[src/rtl/syn_wm8731_codec_slave_pkg.sv]
// Shared types for the WM8731 codec-side DSP-mode link: word length select,
// stereo PCM pair and the slave frame FSM encoding.
package syn_wm8731_codec_slave_pkg;

   localparam int C_PCM_W = 32;
   localparam int P_16B_W = 16;

   typedef enum logic {
      BPS_32 = 1'b0,
      BPS_16 = 1'b1
   } bps_t;

   typedef enum logic [1:0] {
      ST_IDLE     = 2'd0,
      ST_LCHANNEL = 2'd1,
      ST_RCHANNEL = 2'd2
   } slv_state_t;

   typedef struct packed {
      logic [C_PCM_W-1:0] lchnnl;
      logic [C_PCM_W-1:0] rchnnl;
   } pcm_t;

   // Replicate bit 15 across the upper half of a received 16-bit sample.
   function automatic logic [C_PCM_W-1:0] sext16(input logic [C_PCM_W-1:0] v);
      return {{(C_PCM_W-P_16B_W){v[P_16B_W-1]}}, v[P_16B_W-1:0]};
   endfunction

endpackage

[src/rtl/syn_wm8731_codec_slave_if.sv]
// Serial DSP-mode link between the audio-cortex master and the codec slave.
interface syn_wm8731_codec_slave_if;
   logic bclk;
   logic dac_lrc;
   logic adc_lrc;
   logic dac_dat;
   logic adc_dat;

   modport master (output bclk, output dac_lrc, output adc_lrc, output dac_dat, input adc_dat);
   modport slave  (input bclk, input dac_lrc, input adc_lrc, input dac_dat, output adc_dat);
endinterface

[src/rtl/syn_sync_edge_det.sv]
// Multi-flop synchroniser with a one-cycle rise/fall detector on the synced
// output; used to turn the asynchronous BCLK into clk_ir-domain strobes.
module syn_sync_edge_det
   import syn_wm8731_codec_slave_pkg::*;
#(
   parameter int P_SYNC_STAGES = 2
) (
   input  logic clk_ir,
   input  logic rst_sync,
   input  logic din,
   output logic rise,
   output logic fall
);

   logic [P_SYNC_STAGES-1:0] sync_q, sync_d;
   logic                     prev_q, prev_d;

   generate
      for (genvar gi = 0; gi < P_SYNC_STAGES; gi++) begin : g_stage
         if (gi == 0) begin : g_first
            assign sync_d[gi] = din;
         end else begin : g_next
            assign sync_d[gi] = sync_q[gi-1];
         end
      end
   endgenerate

   assign prev_d = sync_q[P_SYNC_STAGES-1];

   always_ff @(posedge clk_ir) begin
      if (rst_sync) begin
         sync_q <= '0;
         prev_q <= 1'b0;
      end else begin
         sync_q <= sync_d;
         prev_q <= prev_d;
      end
   end

   assign rise = sync_q[P_SYNC_STAGES-1] & ~prev_q;
   assign fall = ~sync_q[P_SYNC_STAGES-1] & prev_q;

endmodule

[src/rtl/syn_wm8731_codec_slave.sv]
// WM8731 stand-in: deserialises DAC frames from the master and serialises
// ADC samples back, all timed from an oversampled BCLK.
module syn_wm8731_codec_slave
   import syn_wm8731_codec_slave_pkg::*;
#(
   parameter int P_SYNC_STAGES = 2,
   parameter int P_PCM_W       = 32,
   parameter int P_BIT_IDX_W   = 5
) (
   input  logic                   clk_ir,
   input  logic                   rst_sync,
   input  logic                   cfg_en,
   input  bps_t                   cfg_bps,
   syn_wm8731_codec_slave_if.slave link,
   output logic                   dac_pcm_valid,
   output logic [P_PCM_W-1:0]     dac_lpcm,
   output logic [P_PCM_W-1:0]     dac_rpcm,
   input  logic                   adc_pcm_valid,
   input  logic [P_PCM_W-1:0]     adc_lpcm,
   input  logic [P_PCM_W-1:0]     adc_rpcm,
   output logic                   adc_pcm_ack,
   output logic                   frm_err,
   output logic                   adc_undrn
);

   localparam logic [P_BIT_IDX_W-1:0] C_LAST_32 = P_BIT_IDX_W'(P_PCM_W - 1);
   localparam logic [P_BIT_IDX_W-1:0] C_LAST_16 = P_BIT_IDX_W'(P_16B_W - 1);

   logic rise_c, fall_c;

   syn_sync_edge_det #(.P_SYNC_STAGES(P_SYNC_STAGES)) u_bclk_sync (
      .clk_ir   (clk_ir),
      .rst_sync (rst_sync),
      .din      (link.bclk),
      .rise     (rise_c),
      .fall     (fall_c)
   );

   // Same depth as the BCLK path so LRC/data line up with rise_c: [0]=dac_lrc [1]=adc_lrc [2]=dac_dat
   logic [P_SYNC_STAGES-1:0][2:0] in_sync_q, in_sync_d;

   generate
      for (genvar gi = 0; gi < P_SYNC_STAGES; gi++) begin : g_in_sync
         if (gi == 0) begin : g_first
            assign in_sync_d[gi] = {link.dac_dat, link.adc_lrc, link.dac_lrc};
         end else begin : g_next
            assign in_sync_d[gi] = in_sync_q[gi-1];
         end
      end
   endgenerate

   logic dac_lrc_s, adc_lrc_s, dac_dat_s, frame_sync_c;
   assign dac_lrc_s    = in_sync_q[P_SYNC_STAGES-1][0];
   assign adc_lrc_s    = in_sync_q[P_SYNC_STAGES-1][1];
   assign dac_dat_s    = in_sync_q[P_SYNC_STAGES-1][2];
   assign frame_sync_c = rise_c & (dac_lrc_s | adc_lrc_s);

   slv_state_t               state_q, state_d;
   logic [P_BIT_IDX_W-1:0]   bit_idx_q, bit_idx_d;
   bps_t                     bps_q, bps_d;
   logic [P_PCM_W-1:0]       dac_l_sr_q, dac_l_sr_d;
   logic [P_PCM_W-1:0]       dac_r_sr_q, dac_r_sr_d;
   pcm_t                     adc_sr_q, adc_sr_d;
   pcm_t                     dac_pcm_q, dac_pcm_d;
   logic                     adc_dat_q, adc_dat_d;
   logic                     dac_pcm_valid_q, dac_pcm_valid_d;
   logic                     adc_pcm_ack_q, adc_pcm_ack_d;
   logic                     frm_err_q, frm_err_d;
   logic                     adc_undrn_q, adc_undrn_d;

   logic [P_BIT_IDX_W-1:0]   last_idx_c;
   logic [P_PCM_W-1:0]       dac_l_shift_c, dac_r_shift_c;
   logic                     adc_msb_l_c, adc_msb_r_c;

   assign last_idx_c    = (bps_q == BPS_16) ? C_LAST_16 : C_LAST_32;
   assign dac_l_shift_c = {dac_l_sr_q[P_PCM_W-2:0], dac_dat_s};
   assign dac_r_shift_c = {dac_r_sr_q[P_PCM_W-2:0], dac_dat_s};
   assign adc_msb_l_c   = (bps_q == BPS_16) ? adc_sr_q.lchnnl[P_16B_W-1] : adc_sr_q.lchnnl[P_PCM_W-1];
   assign adc_msb_r_c   = (bps_q == BPS_16) ? adc_sr_q.rchnnl[P_16B_W-1] : adc_sr_q.rchnnl[P_PCM_W-1];

   always_comb begin
      state_d         = state_q;
      bit_idx_d       = bit_idx_q;
      bps_d           = bps_q;
      dac_l_sr_d      = dac_l_sr_q;
      dac_r_sr_d      = dac_r_sr_q;
      adc_sr_d        = adc_sr_q;
      dac_pcm_d       = dac_pcm_q;
      adc_dat_d       = adc_dat_q;
      dac_pcm_valid_d = 1'b0;
      adc_pcm_ack_d   = 1'b0;
      frm_err_d       = 1'b0;
      adc_undrn_d     = 1'b0;

      if (!cfg_en) begin
         state_d   = ST_IDLE;
         bit_idx_d = '0;
         adc_dat_d = 1'b0;
      end else if (frame_sync_c) begin
         // A sync mid-frame drops the partial frame and restarts cleanly.
         frm_err_d       = (state_q != ST_IDLE);
         state_d         = ST_LCHANNEL;
         bit_idx_d       = '0;
         bps_d           = cfg_bps;
         adc_pcm_ack_d   = adc_pcm_valid;
         adc_undrn_d     = ~adc_pcm_valid;
         adc_sr_d.lchnnl = adc_pcm_valid ? adc_lpcm : '0;
         adc_sr_d.rchnnl = adc_pcm_valid ? adc_rpcm : '0;
      end else if (rise_c) begin
         case (state_q)
            ST_LCHANNEL: begin
               dac_l_sr_d = dac_l_shift_c;
               bit_idx_d  = bit_idx_q + P_BIT_IDX_W'(1);
               if (bit_idx_q == last_idx_c) begin
                  state_d   = ST_RCHANNEL;
                  bit_idx_d = '0;
               end
            end
            ST_RCHANNEL: begin
               dac_r_sr_d = dac_r_shift_c;
               bit_idx_d  = bit_idx_q + P_BIT_IDX_W'(1);
               if (bit_idx_q == last_idx_c) begin
                  state_d          = ST_IDLE;
                  bit_idx_d        = '0;
                  dac_pcm_valid_d  = 1'b1;
                  dac_pcm_d.lchnnl = (bps_q == BPS_16) ? sext16(dac_l_sr_q) : dac_l_sr_q;
                  dac_pcm_d.rchnnl = (bps_q == BPS_16) ? sext16(dac_r_shift_c) : dac_r_shift_c;
               end
            end
            default: ;
         endcase
      end else if (fall_c) begin
         case (state_q)
            ST_LCHANNEL: begin
               adc_dat_d       = adc_msb_l_c;
               adc_sr_d.lchnnl = {adc_sr_q.lchnnl[P_PCM_W-2:0], 1'b0};
            end
            ST_RCHANNEL: begin
               adc_dat_d       = adc_msb_r_c;
               adc_sr_d.rchnnl = {adc_sr_q.rchnnl[P_PCM_W-2:0], 1'b0};
            end
            default: adc_dat_d = 1'b0;
         endcase
      end
   end

   always_ff @(posedge clk_ir) begin
      if (rst_sync) begin
         in_sync_q       <= '0;
         state_q         <= ST_IDLE;
         bit_idx_q       <= '0;
         bps_q           <= BPS_32;
         dac_l_sr_q      <= '0;
         dac_r_sr_q      <= '0;
         adc_sr_q        <= '0;
         dac_pcm_q       <= '0;
         adc_dat_q       <= 1'b0;
         dac_pcm_valid_q <= 1'b0;
         adc_pcm_ack_q   <= 1'b0;
         frm_err_q       <= 1'b0;
         adc_undrn_q     <= 1'b0;
      end else begin
         in_sync_q       <= in_sync_d;
         state_q         <= state_d;
         bit_idx_q       <= bit_idx_d;
         bps_q           <= bps_d;
         dac_l_sr_q      <= dac_l_sr_d;
         dac_r_sr_q      <= dac_r_sr_d;
         adc_sr_q        <= adc_sr_d;
         dac_pcm_q       <= dac_pcm_d;
         adc_dat_q       <= adc_dat_d;
         dac_pcm_valid_q <= dac_pcm_valid_d;
         adc_pcm_ack_q   <= adc_pcm_ack_d;
         frm_err_q       <= frm_err_d;
         adc_undrn_q     <= adc_undrn_d;
      end
   end

   assign link.adc_dat  = adc_dat_q;
   assign dac_pcm_valid = dac_pcm_valid_q;
   assign dac_lpcm      = dac_pcm_q.lchnnl;
   assign dac_rpcm      = dac_pcm_q.rchnnl;
   assign adc_pcm_ack   = adc_pcm_ack_q;
   assign frm_err       = frm_err_q;
   assign adc_undrn     = adc_undrn_q;

endmodule
[src/flat_wrapper.sv]
// flat-port wrapper written by rule: the top's interface ports become plain ports
module syn_wm8731_codec_slave_flat import syn_wm8731_codec_slave_pkg::*;
#(
   parameter int P_SYNC_STAGES = 2,
   parameter int P_PCM_W       = 32,
   parameter int P_BIT_IDX_W   = 5
)
  (clk_ir, rst_sync, cfg_en, cfg_bps, dac_pcm_valid, dac_lpcm, dac_rpcm, adc_pcm_valid, adc_lpcm, adc_rpcm, adc_pcm_ack, frm_err, adc_undrn, link_bclk, link_dac_lrc, link_adc_lrc, link_dac_dat, link_adc_dat);
  syn_wm8731_codec_slave_if link_i ();
  input  logic clk_ir;
  input  logic rst_sync;
  input  logic cfg_en;
  input  bps_t cfg_bps;
  output logic dac_pcm_valid;
  output logic [P_PCM_W-1:0] dac_lpcm;
  output logic [P_PCM_W-1:0] dac_rpcm;
  input  logic adc_pcm_valid;
  input  logic [P_PCM_W-1:0] adc_lpcm;
  input  logic [P_PCM_W-1:0] adc_rpcm;
  output logic adc_pcm_ack;
  output logic frm_err;
  output logic adc_undrn;
  input wire logic [$bits(link_i.bclk)-1:0] link_bclk;
  input wire logic [$bits(link_i.dac_lrc)-1:0] link_dac_lrc;
  input wire logic [$bits(link_i.adc_lrc)-1:0] link_adc_lrc;
  input wire logic [$bits(link_i.dac_dat)-1:0] link_dac_dat;
  output wire logic [$bits(link_i.adc_dat)-1:0] link_adc_dat;
  assign link_i.bclk = link_bclk;
  assign link_i.dac_lrc = link_dac_lrc;
  assign link_i.adc_lrc = link_adc_lrc;
  assign link_i.dac_dat = link_dac_dat;
  assign link_adc_dat = link_i.adc_dat;
  syn_wm8731_codec_slave #(.P_SYNC_STAGES(P_SYNC_STAGES), .P_PCM_W(P_PCM_W), .P_BIT_IDX_W(P_BIT_IDX_W)) u_core (.clk_ir(clk_ir), .rst_sync(rst_sync), .cfg_en(cfg_en), .cfg_bps(cfg_bps), .link(link_i), .dac_pcm_valid(dac_pcm_valid), .dac_lpcm(dac_lpcm), .dac_rpcm(dac_rpcm), .adc_pcm_valid(adc_pcm_valid), .adc_lpcm(adc_lpcm), .adc_rpcm(adc_rpcm), .adc_pcm_ack(adc_pcm_ack), .frm_err(frm_err), .adc_undrn(adc_undrn));
endmodule
[config.mk]
export PLATFORM = sky130hd
export DESIGN_NAME = syn_wm8731_codec_slave_flat
export DESIGN_NICKNAME = d
export VERILOG_FILES = /design/src/rtl/syn_wm8731_codec_slave_pkg.sv /design/src/rtl/syn_wm8731_codec_slave_if.sv /design/src/rtl/syn_sync_edge_det.sv /design/src/rtl/syn_wm8731_codec_slave.sv /design/src/flat_wrapper.sv
export SDC_FILE = /design/constraint.sdc
export NUM_CORES = 1
export LEC_CHECK = 0
export ABC_AREA = 1
export CELL_PAD_IN_SITES_DETAIL_PLACEMENT = 0
export CELL_PAD_IN_SITES_GLOBAL_PLACEMENT = 1
export CORE_ASPECT_RATIO = 0.9
export CORE_MARGIN = 4
export CORE_UTILIZATION = 38
export DETAILED_ROUTE_END_ITERATION = 8
export PLACE_DENSITY_LB_ADDON = 0.1
export SLEW_MARGIN = 30
export SYNTH_ARGS = -nofsm -noshare
export SYNTH_HDL_FRONTEND = slang
export SYNTH_SLANG_ARGS = --single-unit
[constraint.sdc]
create_clock -name clk_ir -period 2.14 [get_ports clk_ir]
set_clock_uncertainty 0.2 [all_clocks]
set_input_delay 0.428 -clock clk_ir [delete_from_list [all_inputs] [get_ports clk_ir]]
set_output_delay 0.428 -clock clk_ir [all_outputs]
set_load 0.02 [all_outputs]
==> flow_metrics.tcl, run 1 <==
set metrics [dict create \
    status "finished, final reports clean" \
    yosys-top-cells-area "dfxtp_1 48%, nand2_1 9.1%, nor2_1 8.6%" \
    fillCellCount 2318 \
    die_height_um 152.9 \
    grt_pass1_vias 7109 \
    via_count 7701 \
    crit_fanout 2 \
    syn-num-nets 1336 \
    ys_types 29 \
    nNetsFinal 1448 \
    power.leakage_nw 4.913 \
    finalSetupTns_ns 0 \
    insertedDiodeCount 0 \
    finalPower_mw 8.213 \
    fmax_ghz 0.4765 \
    critical_path.endpoint "dac_lpcm[0]" \
    start_kind "register" \
    syn_area_per_cell_um2 7.042 \
    drt_wl_total_mm 20.37 \
    numCtsBuffers 24 \
    clk_root_buffer_cell "clkbuf_16" \
    dieArea_mm2 0.02584 \
    required_ns 1.51 \
    grt_pass1_wl_mm 34.58 \
    startpoint "u_core.dac_lpcm[0]" \
    ctsLongestPathBuffers 3 \
    drt_iter0_drc 414 \
    finalCritPeriodShare_pct 98.08 \
    crit_arrival_ns 1.47 \
    drv_cap 0 \
    initial_core_util_pct 39.05 \
    rows 52 \
    rsz0062_at_grt "false" \
    final_hold_viol_count 0 \
    crit_cells 1 \
    syn_to_final_growth_pct 28.25 \
    switchingPower_mw 1.778 \
    ant_nets 0 \
    place_area_mm2 0.01061 \
    num_io_pins 142 \
    core_mm2 0.02271 \
    crit_slowest_cell "clkdlybuf4s50_1" \
    slowest_delay_ns 0.61 \
    yosysMostFrequentCell "nand2_1" \
    grtUsageTotal_pct 15.32 \
    synth_edf_count 0 \
    final_layout_size_suffix_gt1_share_pct 5.560 \
    cts.sinks 213 \
    ys_top_cells_by_count "214 x nand2_1, 213 x dfxtp_1, 204 x nor2_1, 147 x inv_1, 133 x nand3_1" \
    combPwrFrac_pct 4.5 \
    r2r-end "u_core.dac_lpcm[26]" \
    power.share.switching_pct 21.65 \
    ys_warn_count 0 \
    setup_viol 0 \
    p_int_mw 6.435 \
    worstReg2RegStart "u_core.bit_idx_q[0]" \
    h-tree-depth 1 \
    vias_per_cell 4.578 \
    finalInstanceArea_mm2 0.01137 \
    cts_tree "yes" \
    worst-r2r-cell-count 10 \
    grt_max_degree 125 \
    synthCells 1259 \
    ys_seq_area_share_pct 48.09 \
    power_frac_clock_pct 46.8 \
    regToRegSetupSlack_ns 0.25 \
    power_frac_seq_pct 48.7 \
    crit_path_cell_trace "clkdlybuf4s50_1" \
    peakVddDrop_uv 458.8 \
    ys_ff_latch 213 \
    hp-class "register to register" \
    end_kind "output port" \
    slew_headroom_pct 63.87 \
    dp_hpwl_mm 13.11 \
    syn-cell-area_mm2 0.008866 \
    setup.worst_path.class "register to output port" \
    hold_slack_ns 0.1948 \
    die_w_um 169.0 \
    clock_latency_ns 0.52 \
    ys.flop_type "dfxtp_1" \
    post_cts_buffers 0 \
    antenna_found_initial 0 \
    yosysTopAreaCellShare_pct 48.09 \
    routedWlPerCell_um 12.11 \
    power_density_mw_per_mm2 722.2 \
    slew_violations 0 \
    place_congestion 0.7617 \
    fin_crit_ns 2.099 \
    drt-pass1-iter-count 4 \
    grt_overflow 0 \
    synth_area_leader_cell "dfxtp_1" \
    synth-async-reset-ratio_pct 0 \
    worst_pin_slew_ns 0.5413 \
    path_delay_family "buffers and inverters" \
    cp_num_buf_inv 1 \
    drc 0 \
    port_buffers 141 \
    clk_pin_slew_ns 0.06 \
]
==> power groups by stage <==
| stage | sequential [mW] | combinational (mW) | clock, mW |
|---|---|---|---|
| global route | 4.00 | 0.413 | 4.14 |
| CTS | 4.00 | 0.373 | 3.98 |
| global placement | 4.09 | 0.372 | 0 |
| finish | 4.00 | 0.368 | 3.84 |
| detailed placement | 4.09 | 0.372 | 0 |
| floorplan | 4.09 | 0.176 | 0 |
==> per-layer routing <==
layer | vias up | track usage (%) | share of wire [%]
met5 | - | 0 | 0
met4 | 0 | 3.411 | 2.2
met3 | 30 | 2.944 | 4.5
met2 | 119 | 23.38 | 42
met1 | 3364 | 22.53 | 51
li1 | 4188 | - | -
==> worst register-to-register path, delay by kind of cell (launching register included) <==
family                     cells  cell delay [ns]
adders and majority gates      1             0.18
buffers and inverters          3             0.40
DFF                            1             0.36
and+or+nand+nor                6             0.64
==> how the worst min path moves through the flow <==
stage	startpoint	endpoint	slack [ns]	cells after the start
3_5_place_dp	u_core.in_sync_d[5]	u_core.dac_dat_s	0.20	2
3_3_place_gp	u_core.in_sync_d[3]	u_core.dac_lrc_s	0.19	2
4_1_cts	adc_pcm_valid	u_core.adc_sr_q[21]	0.19	5
2_1_floorplan	u_core.in_sync_d[4]	u_core.adc_lrc_s	0.19	2
5_1_grt	u_core.in_sync_d[3]	u_core.dac_lrc_s	0.22	2
6_report	u_core.in_sync_d[5]	u_core.dac_dat_s	0.19	2
==> cell usage in the layout, fill, tap and decap left out, types with 17 or more instances in the layout <==
| master | netlist | layout |
|---|---|---|
| nand2_1 | 214 | 214 |
| o21ai_0 | 129 | 129 |
| buf_4 | 2 | 17 |
| a21oi_1 | 100 | 100 |
| nor2_1 | 204 | 204 |
| nand3_1 | 133 | 133 |
| clkdlybuf4s50_1 | 0 | 121 |
| inv_1 | 147 | 147 |
| clkbuf_16 | 0 | 24 |
| dfxtp_1 | 213 | 213 |
==> cell type report <==
class	count	area [µm²]	area share [%]
inverter	152	573.1	5.040
sequential	213	4264	37.50
multi-input combinational	809	3606	31.71
clock inverter	4	31.28	0.2751
timing repair buffer	171	1819	16.00
clock buffer	36	705.7	6.206
tap	297	371.6	3.268
==> cell families after synthesis <==
| logic type | Yosys count | share of synthesized area (%) |
|---|---|---|
| AOI/OAI and AO/OA | 238 | 13.52 |
| xor gates and xnor gates | 2 | 0.1976 |
| adders and majority gates | 4 | 0.5645 |
| buffers and inverters | 237 | 11.35 |
| DFF | 213 | 48.09 |
| and+or+nand+nor | 565 | 26.28 |
==> state kept, by name, indices dropped and copies added (netlist names) <==
| register | flops |
|---|---|
| u_core.link.adc_dat | 1 |
| u_core.dac_r_sr_q | 31 |
| u_core.u_bclk_sync.sync_q | 2 |
| u_core.dac_lrc_s | 1 |
| u_core.dac_rpcm | 32 |
| u_core.adc_undrn | 1 |
| u_core.adc_lrc_s | 1 |
| u_core.in_sync_d | 3 |
| u_core.dac_pcm_valid | 1 |
| u_core.frm_err | 1 |
| u_core.dac_l_sr_q | 32 |
| u_core.adc_pcm_ack | 1 |
| u_core.u_bclk_sync.prev_q | 1 |
| u_core.bit_idx_q | 5 |
| u_core.state_q | 2 |
| u_core.adc_sr_q | 64 |
| u_core.bps_q | 1 |
| u_core.dac_dat_s | 1 |
| u_core.dac_lpcm | 32 |
==> through the flow <==
step	util, %	cells	worst slack, ns
2_1_floorplan	-	1259	0.4081
3_3_place_gp	46.72	1642	0.01298
3_5_place_dp	46.72	1642	-0.03378
4_1_cts	49.93	1682	0.0007532
5_1_grt	50.08	1682	0.0007984
6_report	50.08	1682	0.04116
==> what timing repair did <==
action	CTS	global route
resized for setup	6	13
hold buffers	0	0
endpoints found under the setup margin	6	13
pin swaps	0	0
No activity file was read; power rests on OpenSTA's default activity.
==> run 2, diff against run 1 <==
--- a/config.mk
+++ b/config.mk
@@ -12,6 +12,7 @@
 export CORE_MARGIN = 4
 export CORE_UTILIZATION = 38
 export DETAILED_ROUTE_END_ITERATION = 8
+export GPL_TIMING_DRIVEN = 1
 export PLACE_DENSITY_LB_ADDON = 0.1
 export SLEW_MARGIN = 30
 export SYNTH_ARGS = -nofsm -noshare
==> results of run 2 <==
The final DEF is identical to that of run 1; final timing and power are the same.
